$ cat config.mk
export PLATFORM = sky130hd
export DESIGN_NAME = mac_pipe
export DESIGN_NICKNAME = d
export VERILOG_FILES = /design/src/rtl/mac_pipe.sv
export SDC_FILE = /design/constraint.sdc
export NUM_CORES = 1
export LEC_CHECK = 0
export BUFFER_PORTS_ARGS = -buffer_cell sky130_fd_sc_hd__buf_4
export CAP_MARGIN = 20
export CORE_MARGIN = 1.5
export CORE_UTILIZATION = 50
export CTS_BUF_LIST = sky130_fd_sc_hd__clkbuf_4 sky130_fd_sc_hd__clkbuf_8 sky130_fd_sc_hd__clkbuf_16
export DETAILED_ROUTE_END_ITERATION = 12
export PLACE_DENSITY = 0.75
export SLEW_MARGIN = 20
export SYNTH_ARGS = -nofsm -noshare
export SYNTH_HDL_FRONTEND = slang
export SYNTH_SLANG_ARGS = --single-unit
$ cat constraint.sdc
create_clock -name clk -period 6.9 [get_ports clk]
set_clock_uncertainty 0.05 [all_clocks]
set_input_delay 1.035 -clock clk [delete_from_list [all_inputs] [get_ports clk]]
set_output_delay 1.035 -clock clk [all_outputs]
set_load 0.02 [all_outputs]
$ cat src/rtl/mac_pipe.sv
// Three-stage unsigned multiply-add/accumulate: S = A*B + C or S = ACC + A*B.
// Result 3 edges after acceptance; a stalled output (out_valid && !out_ready) freezes the whole pipe.
module mac_pipe #(
  parameter int A_W   = 4,
  parameter int B_W   = 4,
  parameter int C_W   = 8,
  parameter int ACC_W = 8,
  parameter int SAT   = 0
) (
  input  logic             clk,
  input  logic             clear,
  input  logic             in_valid,
  output logic             in_ready,
  input  logic [A_W-1:0]   a,
  input  logic [B_W-1:0]   b,
  input  logic [C_W-1:0]   c,
  input  logic [1:0]       mode,
  output logic             out_valid,
  input  logic             out_ready,
  output logic [ACC_W-1:0] s,
  output logic             ovf
);

  localparam int P_W = A_W + B_W;

  logic             s1_vld_q, s1_vld_d;
  logic [A_W-1:0]   s1_a_q, s1_a_d;
  logic [B_W-1:0]   s1_b_q, s1_b_d;
  logic [C_W-1:0]   s1_c_q, s1_c_d;
  logic [1:0]       s1_mode_q, s1_mode_d;

  logic             s2_vld_q, s2_vld_d;
  logic [P_W-1:0]   s2_p_q, s2_p_d;
  logic [C_W-1:0]   s2_c_q, s2_c_d;
  logic [1:0]       s2_mode_q, s2_mode_d;

  logic             out_vld_q, out_vld_d;
  logic [ACC_W-1:0] s_q, s_d;
  logic             ovf_q, ovf_d;
  logic [ACC_W-1:0] acc_q, acc_d;

  logic             stall;
  logic [ACC_W:0]   sum;
  logic [ACC_W-1:0] res;

  assign stall     = out_vld_q && !out_ready;
  assign in_ready  = !stall;
  assign out_valid = out_vld_q;
  assign s         = s_q;
  assign ovf       = ovf_q;

  always_comb begin
    s1_vld_d  = s1_vld_q;
    s1_a_d    = s1_a_q;
    s1_b_d    = s1_b_q;
    s1_c_d    = s1_c_q;
    s1_mode_d = s1_mode_q;
    s2_vld_d  = s2_vld_q;
    s2_p_d    = s2_p_q;
    s2_c_d    = s2_c_q;
    s2_mode_d = s2_mode_q;
    out_vld_d = out_vld_q;
    s_d       = s_q;
    ovf_d     = ovf_q;
    acc_d     = acc_q;
    sum       = '0;
    res       = '0;

    if (!stall) begin
      s1_vld_d = in_valid;
      if (in_valid) begin
        s1_a_d    = a;
        s1_b_d    = b;
        s1_c_d    = c;
        s1_mode_d = mode;
      end

      s2_vld_d = s1_vld_q;
      if (s1_vld_q) begin
        s2_p_d    = P_W'(s1_a_q) * P_W'(s1_b_q);
        s2_c_d    = s1_c_q;
        s2_mode_d = s1_mode_q;
      end

      // Bubbles leave s, ovf and the accumulator untouched; only out_valid drops.
      out_vld_d = s2_vld_q;
      if (s2_vld_q) begin
        case (s2_mode_q)
          2'b00, 2'b10: sum = (ACC_W+1)'(s2_p_q) + (ACC_W+1)'(s2_c_q);
          2'b01:        sum = {1'b0, acc_q} + (ACC_W+1)'(s2_p_q);
          default:      sum = '0;
        endcase
        res   = (sum[ACC_W] && (SAT != 0)) ? '1 : sum[ACC_W-1:0];
        s_d   = res;
        ovf_d = sum[ACC_W];
        if (s2_mode_q != 2'b00) acc_d = res;
      end
    end
  end

  always_ff @(posedge clk or posedge clear) begin
    if (clear) begin
      s1_vld_q  <= 1'b0;
      s1_a_q    <= '0;
      s1_b_q    <= '0;
      s1_c_q    <= '0;
      s1_mode_q <= '0;
      s2_vld_q  <= 1'b0;
      s2_p_q    <= '0;
      s2_c_q    <= '0;
      s2_mode_q <= '0;
      out_vld_q <= 1'b0;
      s_q       <= '0;
      ovf_q     <= 1'b0;
      acc_q     <= '0;
    end else begin
      s1_vld_q  <= s1_vld_d;
      s1_a_q    <= s1_a_d;
      s1_b_q    <= s1_b_d;
      s1_c_q    <= s1_c_d;
      s1_mode_q <= s1_mode_d;
      s2_vld_q  <= s2_vld_d;
      s2_p_q    <= s2_p_d;
      s2_c_q    <= s2_c_d;
      s2_mode_q <= s2_mode_d;
      out_vld_q <= out_vld_d;
      s_q       <= s_d;
      ovf_q     <= ovf_d;
      acc_q     <= acc_d;
    end
  end

endmodule

==> results of run 1 <==
[power by group through the flow]
stage / combinational (uW) / sequential [uW] / clock, uW
after floorplan: 723 / 552 / 0
after global placement: 929 / 551 / 0
after detailed placement: 947 / 555 / 0
after CTS: 954 / 548 / 201
after global routing: 1070 / 566 / 216
final: 952 / 548 / 196
[cell type report]
type / instances / share of cell area, %
clock inverter: 3 / 0.826
tap: 75 / 2.69
inverter: 10 / 1.15
sequential: 56 / 40.2
timing repair buffer: 33 / 7.11
clock buffer: 5 / 1.98
multi-input combinational: 195 / 46.0
[critical path, stage by stage (launching register included)]
cell	delay (ns)
sky130_fd_sc_hd__dfrtp_1	0.41
sky130_fd_sc_hd__nand2_1	0.10
sky130_fd_sc_hd__fa_1	0.52
sky130_fd_sc_hd__fa_1	0.54
sky130_fd_sc_hd__inv_1	0.07
sky130_fd_sc_hd__fa_1	0.46
sky130_fd_sc_hd__a21o_1	0.19
sky130_fd_sc_hd__a21oi_1	0.18
sky130_fd_sc_hd__xor2_1	0.20
sky130_fd_sc_hd__o21ai_0	0.09
[per-layer routing]
layer	track usage, %	vias to the layer above	routed length [um]
met2	30.2	50	2560
li1	-	1035	-
met4	6.03	0	80
met5	0	-	0
met1	27.2	1007	2710
met3	3.56	10	261
[metrics by stage]
| step | setup WS [ns] | util, % | std cells |
|---|---|---|---|
| CTS | 3.92 | 58.8 | 377 |
| detailed placement | 3.93 | 57.2 | 369 |
| finish | 3.96 | 58.8 | 377 |
| floorplan | 4.13 | - | 267 |
| global placement | 4.05 | 57.2 | 369 |
| global route | 3.76 | 58.8 | 377 |
[cells in the mapped netlist (6+ instances only)]
| cell | instances |
|---|---|
| sky130_fd_sc_hd__mux2_2 | 19 |
| sky130_fd_sc_hd__inv_1 | 8 |
| sky130_fd_sc_hd__a22o_1 | 7 |
| sky130_fd_sc_hd__o21a_1 | 6 |
| sky130_fd_sc_hd__and2_1 | 12 |
| sky130_fd_sc_hd__ha_1 | 20 |
| sky130_fd_sc_hd__nor2_1 | 6 |
| sky130_fd_sc_hd__mux2_1 | 20 |
| sky130_fd_sc_hd__o21ai_0 | 15 |
| sky130_fd_sc_hd__nand2_1 | 26 |
| sky130_fd_sc_hd__dfrtp_1 | 56 |
[placed cells by master (no fill, tap or decap), types with 2 or more instances in the layout]
cell type / instances
sky130_fd_sc_hd__dfrtp_1: 56
sky130_fd_sc_hd__buf_4: 33
sky130_fd_sc_hd__nand2_1: 26
sky130_fd_sc_hd__mux2_1: 20
sky130_fd_sc_hd__ha_1: 20
sky130_fd_sc_hd__mux2_2: 19
sky130_fd_sc_hd__o21ai_0: 15
sky130_fd_sc_hd__and2_1: 12
sky130_fd_sc_hd__a22o_1: 7
sky130_fd_sc_hd__inv_1: 7
sky130_fd_sc_hd__nor2_1: 6
sky130_fd_sc_hd__o21a_1: 6
sky130_fd_sc_hd__xnor2_1: 5
sky130_fd_sc_hd__a21o_1: 5
sky130_fd_sc_hd__a21oi_1: 5
sky130_fd_sc_hd__o21ai_1: 5
sky130_fd_sc_hd__o211ai_1: 5
sky130_fd_sc_hd__fa_1: 5
sky130_fd_sc_hd__clkbuf_8: 5
sky130_fd_sc_hd__nor3_1: 4
sky130_fd_sc_hd__nor2b_1: 3
sky130_fd_sc_hd__o2111ai_1: 3
sky130_fd_sc_hd__xor2_1: 2
sky130_fd_sc_hd__inv_2: 2
sky130_fd_sc_hd__or3_1: 2
sky130_fd_sc_hd__nand2b_1: 2
sky130_fd_sc_hd__a211oi_1: 2
sky130_fd_sc_hd__nor3b_1: 2
sky130_fd_sc_hd__o31ai_1: 2
sky130_fd_sc_hd__inv_6: 2
[sequential cells by signal (all words and copies together), names as in the netlist, 2 cells and up]
signal and count:
s2_p_q 8, s2_mode_q 2, s1_b_q 4, s1_a_q 4, s2_c_q 8, s1_c_q 8
s 8, s1_mode_q 2, acc_q 8
[cell families (layout without fill, tap and decap cells)]
family,Yosys count,count (layout)
mux,39,39
compound gates,59,59
simple gates,65,65
buf+inv,16,51
flops,56,56
fa+ha+maj,25,25
xor+xnor,7,7
[how the worst max path moves through the flow]
stage	to	cells past startpoint	slack, ns	startpoint
after global routing	acc_q[6]	8	3.76	s2_mode_q[1]
after floorplan	s2_p_q[7]	9	4.13	s1_a_q[0]
final	s2_p_q[6]	9	3.96	s1_b_q[3]
after CTS	s2_p_q[6]	9	3.92	s1_b_q[3]
after detailed placement	s2_p_q[6]	9	3.93	s1_b_q[3]
after global placement	s2_p_q[7]	9	4.05	s1_b_q[3]
==> impl.org, run 1 <==
** Logic synthesis
- Async set or reset register ratio after synthesis :: 100%
- Basic-gate share of the synthesized area counting and, or, nand and nor cells :: 11.3%
- Sequential elements use 45.5% of the synthesized area.
- Fraction of the mapped netlist area in compound gates :: 13.1%
- Number of enable-type register cells in the synthesized netlist :: 0
- For this run, the leading register cell type out of synthesis is sky130_fd_sc_hd__dfrtp_1.
- Counting every net in the synthesized netlist gives 314.
- Yosys mapped the design onto 42 distinct sky130hd cell types.
- After synthesis, the share of cell area in mux cells is 14.3%.
- By area, the combinational part of the netlist is dominated by multiplexers.
- Yosys printed 0 warnings.
- Of the post-synthesis cell area, the dominant cell type holds 45.5%.
- Synthesis handed over a netlist of 267 instances.
- Cell Area, Synth :: 3080 sq um
- After Yosys synthesis, XOR and XNOR cells account for 1.99% of the synthesized area.
- The synthesized design spends more area on one cell type than any other, namely sky130_fd_sc_hd__dfrtp_1.
- Share of synthesized cell area in full adder, half adder and majority cells :: 11.4%
- A synthesized cell averages 11.5 sq um.
- After synthesis the netlist holds a flip-flop and latch count of 56.
- Ranked by total cell area, the synthesized netlist is headed by sky130_fd_sc_hd__dfrtp_1 (46%), sky130_fd_sc_hd__ha_1 (8.1%), sky130_fd_sc_hd__mux2_1 (7.3%).

** Floorplan
- In this run the horizontal extent of the chip is 81.5 um.
- Initial Utilization :: 52.0%
- In this run the core area contains 28 standard-cell rows.
- After floorplanning, the core was sized to cover 5920 sq um.
- Pin placement for this block handled 33 I/O pins.
- Y dimension of the die :: 81.5 um
- The die covers 6640 sq um.

** Global routing
- Largest net degree at the start of global routing :: 57
- Global-route wire length before repair :: 9660 um
- The number of antenna violations at the first check in global routing is 0.
- The number of global-route vias before repair came to 2,011.
- Remaining Overflow, GRT :: 0
- Across every metal layer, demand over resource in global routing totals 19.3%.

** CTS
- Clock-pin slew reported for the worst setup and hold paths after clock tree synthesis :: 0.11 ns
- In this run the number of H-tree levels came out at 2.
- For this design, the CTS-stage hold fixing added 0 buffers.
- Buffer cell driving the clock tree root :: sky130_fd_sc_hd__clkbuf_8
- Cts bufs inserted :: 5
- Buffers inserted by post-CTS timing repair :: 0
- Counting every sink on the clock net gives 56.
- Once the clock tree was built, the resizer swapped 0 gates to a different size.
- TritonCTS built the clock tree.
- The clock passes through at most 2 buffers.
- For the worst-skew pair, the clock arrives at the later sink with an insertion delay of 0.32 ns.

** STA
- Transition time at the pin with the least slew margin :: 0.686 ns
- RSZ-0062 raised after global routing :: false
- Hold slack final :: 0.446 ns
- The total count of max-transition violations in the final report was 0.
- The number of hold violations in the final report is 0.
- Setup violations remaining at the end of the flow were counted as 0.
- Based on the critical path, the design can be clocked at up to 0.340 GHz.
- Headroom to the max-slew limit came out at 54.3%.
- The worst path in the final design needs a cycle of 2.94 ns, including I/O delays and setup.
- Setup TNS :: 0 ns
- The final critical path takes up 42.6% of the cycle.

** Power
- Net switching power of the design :: 723 uW
- Net switching is 42.7% of the power.
- For this design the static power due to leakage is 0.00162 uW.
- Of the total power, combinational logic draws 56.2%.
- Proportion of power drawn by flip-flops and latches :: 32.3%
- Power share of the clock group :: 11.5%
- VDD IR-drop max :: 0.192 mV
- Pwr Density :: 487 nW/um^2
- Cell internal power was estimated by the tool at 972 uW.
- Total chip power :: 1700 uW

** Hold path
- In this run the most critical hold path is launched from s1_c_q[1].
- Hold Path Class :: reg2reg
- Sink of the worst hold path :: s1_c_q[1]
- Hold path cells :: 1

** Critical path
- Worst reg2reg endpoint :: s2_p_q[6]
- Worst reg-to-reg setup slack :: 3.96 ns
- Depth of the worst register-to-register path :: 9
- The worst setup path is captured at a register.
- STA puts the critical path data required time at 7.04 ns.
- The worst setup path is launched from a register.
- Worst Path Arrival :: 3.08 ns
- Crit Path Max Fanout :: 5
- Critical Setup Path Class :: reg2reg
- Reg2reg start :: s1_b_q[3]

** Drt
- Routed vias/inst :: 5.58
- The final layout contains routed wiring with a total length of 5610 um.
- Routed wirelength normalized by instance count :: 14.9 um
- After detailed routing, the number of remaining DRC violations is 0.
- Post-route ant nets :: 0
- The routed layout has 2,102 vias.
- Length of the first detailed-routing pass in iterations :: 4
- Initial detailed-routing violation count :: 84

** Layout
- Registers take 1400 sq um.
- The net count of the finished layout is 348.
- The repair_antennas step left the layout with diodes totalling 0.
- Area added between synthesis and finish :: 13.1%
- Fill count :: 517
- Summing all multi-input logic gate instances after layout gives 1600 sq um.
- Final design area excluding fillers :: 3480 sq um
- Fraction of final layout cells with drive strength greater than 1 :: 22.2%

** Run
- Number of violations of the max-capacitance limit :: 0

** Place
- The congestion estimate from routability-driven global placement came to 0.874.
- In this run the tool buffered the top-level ports with 32 buffer cells.
- Dpl hpwl :: 4250 um
- Summing all placed instances gives a cell area of 3390 sq um.

** Status
- The flow ran to the end, and the final reports show no timing, DRC or antenna violations.
(Power assumes the default switching activity.)
==> run 2, diff against run 1 <==
==> constraint.sdc (replaced) <==
create_clock -name clk -period 2.75 [get_ports clk]
set_clock_uncertainty 0.05 [all_clocks]
set_input_delay 0.4125 -clock clk [delete_from_list [all_inputs] [get_ports clk]]
set_output_delay 0.4125 -clock clk [all_outputs]
set_load 0.02 [all_outputs]
==> run 2 against run 1 <==
Sequential power increased by 140%. Critical path depth unchanged. Via count increased by 1.7%. Global-route usage decreased by 0.51 points. Fmax increased by 8.8%. Clock power increased to 2.8 times the previous value. Register-to-register slack got worse by 3.9 ns. Largest cell class unchanged. Highest routed layer unchanged.
==> impl.org, run 2 (same netlist as run 1, synthesis figures left out) <==
** CTS
- Clock tree sinks :: 56 (unchanged)
- The cell at the root of the clock tree is sky130_fd_sc_hd__clkbuf_8 (unchanged).
- Buffers from clock root to sink, at most :: 2 (unchanged)
- Number of hold buffers added after cts :: 0 (unchanged)
- The insertion delay to the later sink of the worst-skew pair is 0.32 ns (about the same).
- TritonCTS clock tree :: built (unchanged)
- Clock-pin slew reported for the worst setup and hold paths after clock tree synthesis :: 0.10 ns (was 0.11 ns)
- Cts bufs inserted :: 5 (unchanged)
- The number of buffers added for setup after CTS is 0 (unchanged).
- The H-tree level count came to 2 (unchanged).

** Layout
- The ratio of cells with drive above 1 in the final layout is 26.4% (was 22.2%).
- Most frequent cells in the layout :: sky130_fd_sc_hd__dfrtp_1 (56), sky130_fd_sc_hd__buf_4 (45), sky130_fd_sc_hd__nand2_1 (25) (was sky130_fd_sc_hd__dfrtp_1 (56), sky130_fd_sc_hd__buf_4 (33), sky130_fd_sc_hd__nand2_1 (26))
- Total number of nets in the final design :: 360 (was 348)
- The area added between synthesis and finish is 16.9% (was 13.1%).
- The diode insertion count for antenna repair was 0 (unchanged).
- The area of all placed cells without fillers came to 3600 sq um (was 3480 sq um).
- Most common cell after layout, fill and taps aside :: sky130_fd_sc_hd__dfrtp_1 (unchanged)
- The count of non-filler cells in the finished layout was 389 (was 377).

** Floorplan
- DIE AREA :: 6640 sq um (unchanged)
- The placeable core region came to 5920 sq um (unchanged).
- Number of standard-cell rows in the floorplan :: 28 (unchanged)
- Y dimension of the die :: 81.5 um (unchanged)
- The starting utilization of the core area came to 52.0% (unchanged).
- The I/O pin count is 33 (unchanged).
- Die width :: 81.5 um (unchanged)

** Place
- Dpl hpwl :: 4380 um (was 4250 um)
- The cell total after placement came to 381 (was 369).
- The placed instance area is 3480 sq um (was 3390 sq um).
- The count of buffers from port buffering is 32 (unchanged).
- Post-place setup slack :: -0.0222 ns (was 3.93 ns)
- Routability congestion estimate from global placement :: 0.884 (was 0.874)

** STA
- The headroom to the max-slew limit came to 66.5% (was 54.3%).
- Transition time at the pin with the least slew margin :: 0.501 ns (was 0.686 ns)
- The setup-violating endpoint count in the final report was 0 (unchanged).
- Final cycle utilization of the critical path :: 98.3% (was 42.6%)
- The total count of max-transition violations in the final report was 0 (unchanged).
- Setup TNS :: 0 ns (unchanged)
- Setup ws final :: 0.0456 ns (was 3.96 ns)
- RSZ-0062 raised after global routing :: true (was false)
- Highest clock rate :: 0.370 GHz (was 0.340 GHz)
- The number of hold violations in the final report came to 0 (unchanged).
- Crit path time final :: 2.70 ns (was 2.94 ns)

** Power
- Pwr Density :: 1230 nW/um^2 (was 487 nW/um^2)
- The static leakage power is 0.00168 uW (was 0.00162 uW).
- The largest voltage drop on the vdd net was 0.564 mV (was 0.192 mV).

** Global routing
- The number of antenna violations at the first check in global routing is 0 (unchanged).
- The pin count of the biggest net entering global routing came to 25 (was 57).
- The global-route congestion overflow total came to 0 (unchanged).
- The wire length of the first global-routing pass was 9420 um (was 9660 um).
- The number of global-route vias before repair came to 2,094 (was 2,011).
- All-layer global routing usage :: 18.8% (was 19.3%)

** Drt
- The number of detailed-routing iterations run before antenna repair is 4 (unchanged).
- Routed wirelength normalized by instance count :: 14.2 um (was 14.9 um)
- Post-Route WL :: 5520 um (was 5610 um)
- Initial detailed-routing violation count :: 81 (was 84)
- Vias post-DR :: 2,137 (was 2,102)
- The post-detailed-route count of antenna-violating nets came to 0 (unchanged).
- The post-detailed-route DRC marker count came to 0 (unchanged).
- Routed vias/inst :: 5.49 (was 5.58)

** Critical path
- Cell breakdown of the critical path: nand2_2, fa_1, fa_1, inv_2, ha_1, a21o_1, a21o_1, a2111o_1, o211ai_1 (was nand2_1, fa_1, fa_1, inv_1, fa_1, a21o_1, a21oi_1, xor2_1, o21ai_0).
- The endpoint required time on the critical path was 2.93 ns (was 7.04 ns).
- The top fanout value on the critical path was 2 (was 5).
- Worst Path Arrival :: 2.89 ns (was 3.08 ns)
- Worst reg-to-reg setup slack :: 0.05 ns (was 3.96 ns)
- Critical path capture point type :: register (unchanged)
- The slowest cell on the critical path is sky130_fd_sc_hd__fa_1 (unchanged).
- Startpoint Class :: register (unchanged)
- Peak per-stage delay on the critical path :: 0.53 ns (was 0.54 ns)
- The critical setup path kind was reg2reg (unchanged).

** Hold path
- Hold Path Class :: in2async (was reg2reg)

** Run
- Number of violations of the max-capacitance limit :: 0 (unchanged)

** Status
- Outcome: completed (unchanged).
[run 2: stage by stage]
step                      hold slack, ns  utilization [%]  total power, uW
after CTS                         0.0538             60.7             4440
after floorplan                    0.402                -             3200
final                             0.0466             60.8             4420
after detailed placement           0.403             58.7             3870
after global routing              0.0868             60.8             4800
after global placement             0.403             58.7             3800
[run 2: path summary, 6_finish.rpt]
path                              to  startpoint  depth (start not counted)
max in group asynchronous  s1_c_q[5]       clear                          3
setup reg to reg           s2_p_q[7]   s1_a_q[2]                          9
setup / recovery           s2_p_q[7]   s1_a_q[2]                          9
hold / removal             s1_c_q[1]       clear                          2
min in group clk           s1_c_q[4]        c[4]                          2
hold reg to reg                 s[2]        s[2]                          2
[run 2: metal layers]
layer,up-vias,track usage (%),wire [um]
met5,-,0,0
met4,0,6.55,76
met3,9,4.22,235
met2,44,31.1,2640
met1,1026,24.3,2570
li1,1058,-,-
[run 2: worst max-delay path, delay by kind of cell, from the launching register on]
family,cells,cell delay (ns)
compound gates,4,0.77
flops,1,0.38
buf+inv,1,0.05
simple gates,1,0.06
fa+ha+maj,3,1.31
[run 2: final cells by class]
type                    count  area [sq um]
clock buffers               5          68.8
clock inverters             3          47.5
fillers                   495          2320
inverters                  10          40.0
multi-input cells         195          1610
flip-flops and latches     56          1400
well taps                  75          93.8
repair buffers             45           338
[run 2: what timing repair did]
action,in CTS,in global routing
hold endpoints to repair,0,0
resized for setup,1,3
endpoints found under the setup margin,2,3
pin swaps,3,5
gates cloned,0,0
[run 2: report_power, final]
group          leakage [uW]  internal [uW]  switching, uW
logic              0.000945           1180           1360
registers          0.000681           1150            192
clock network     0.0000583            274            267
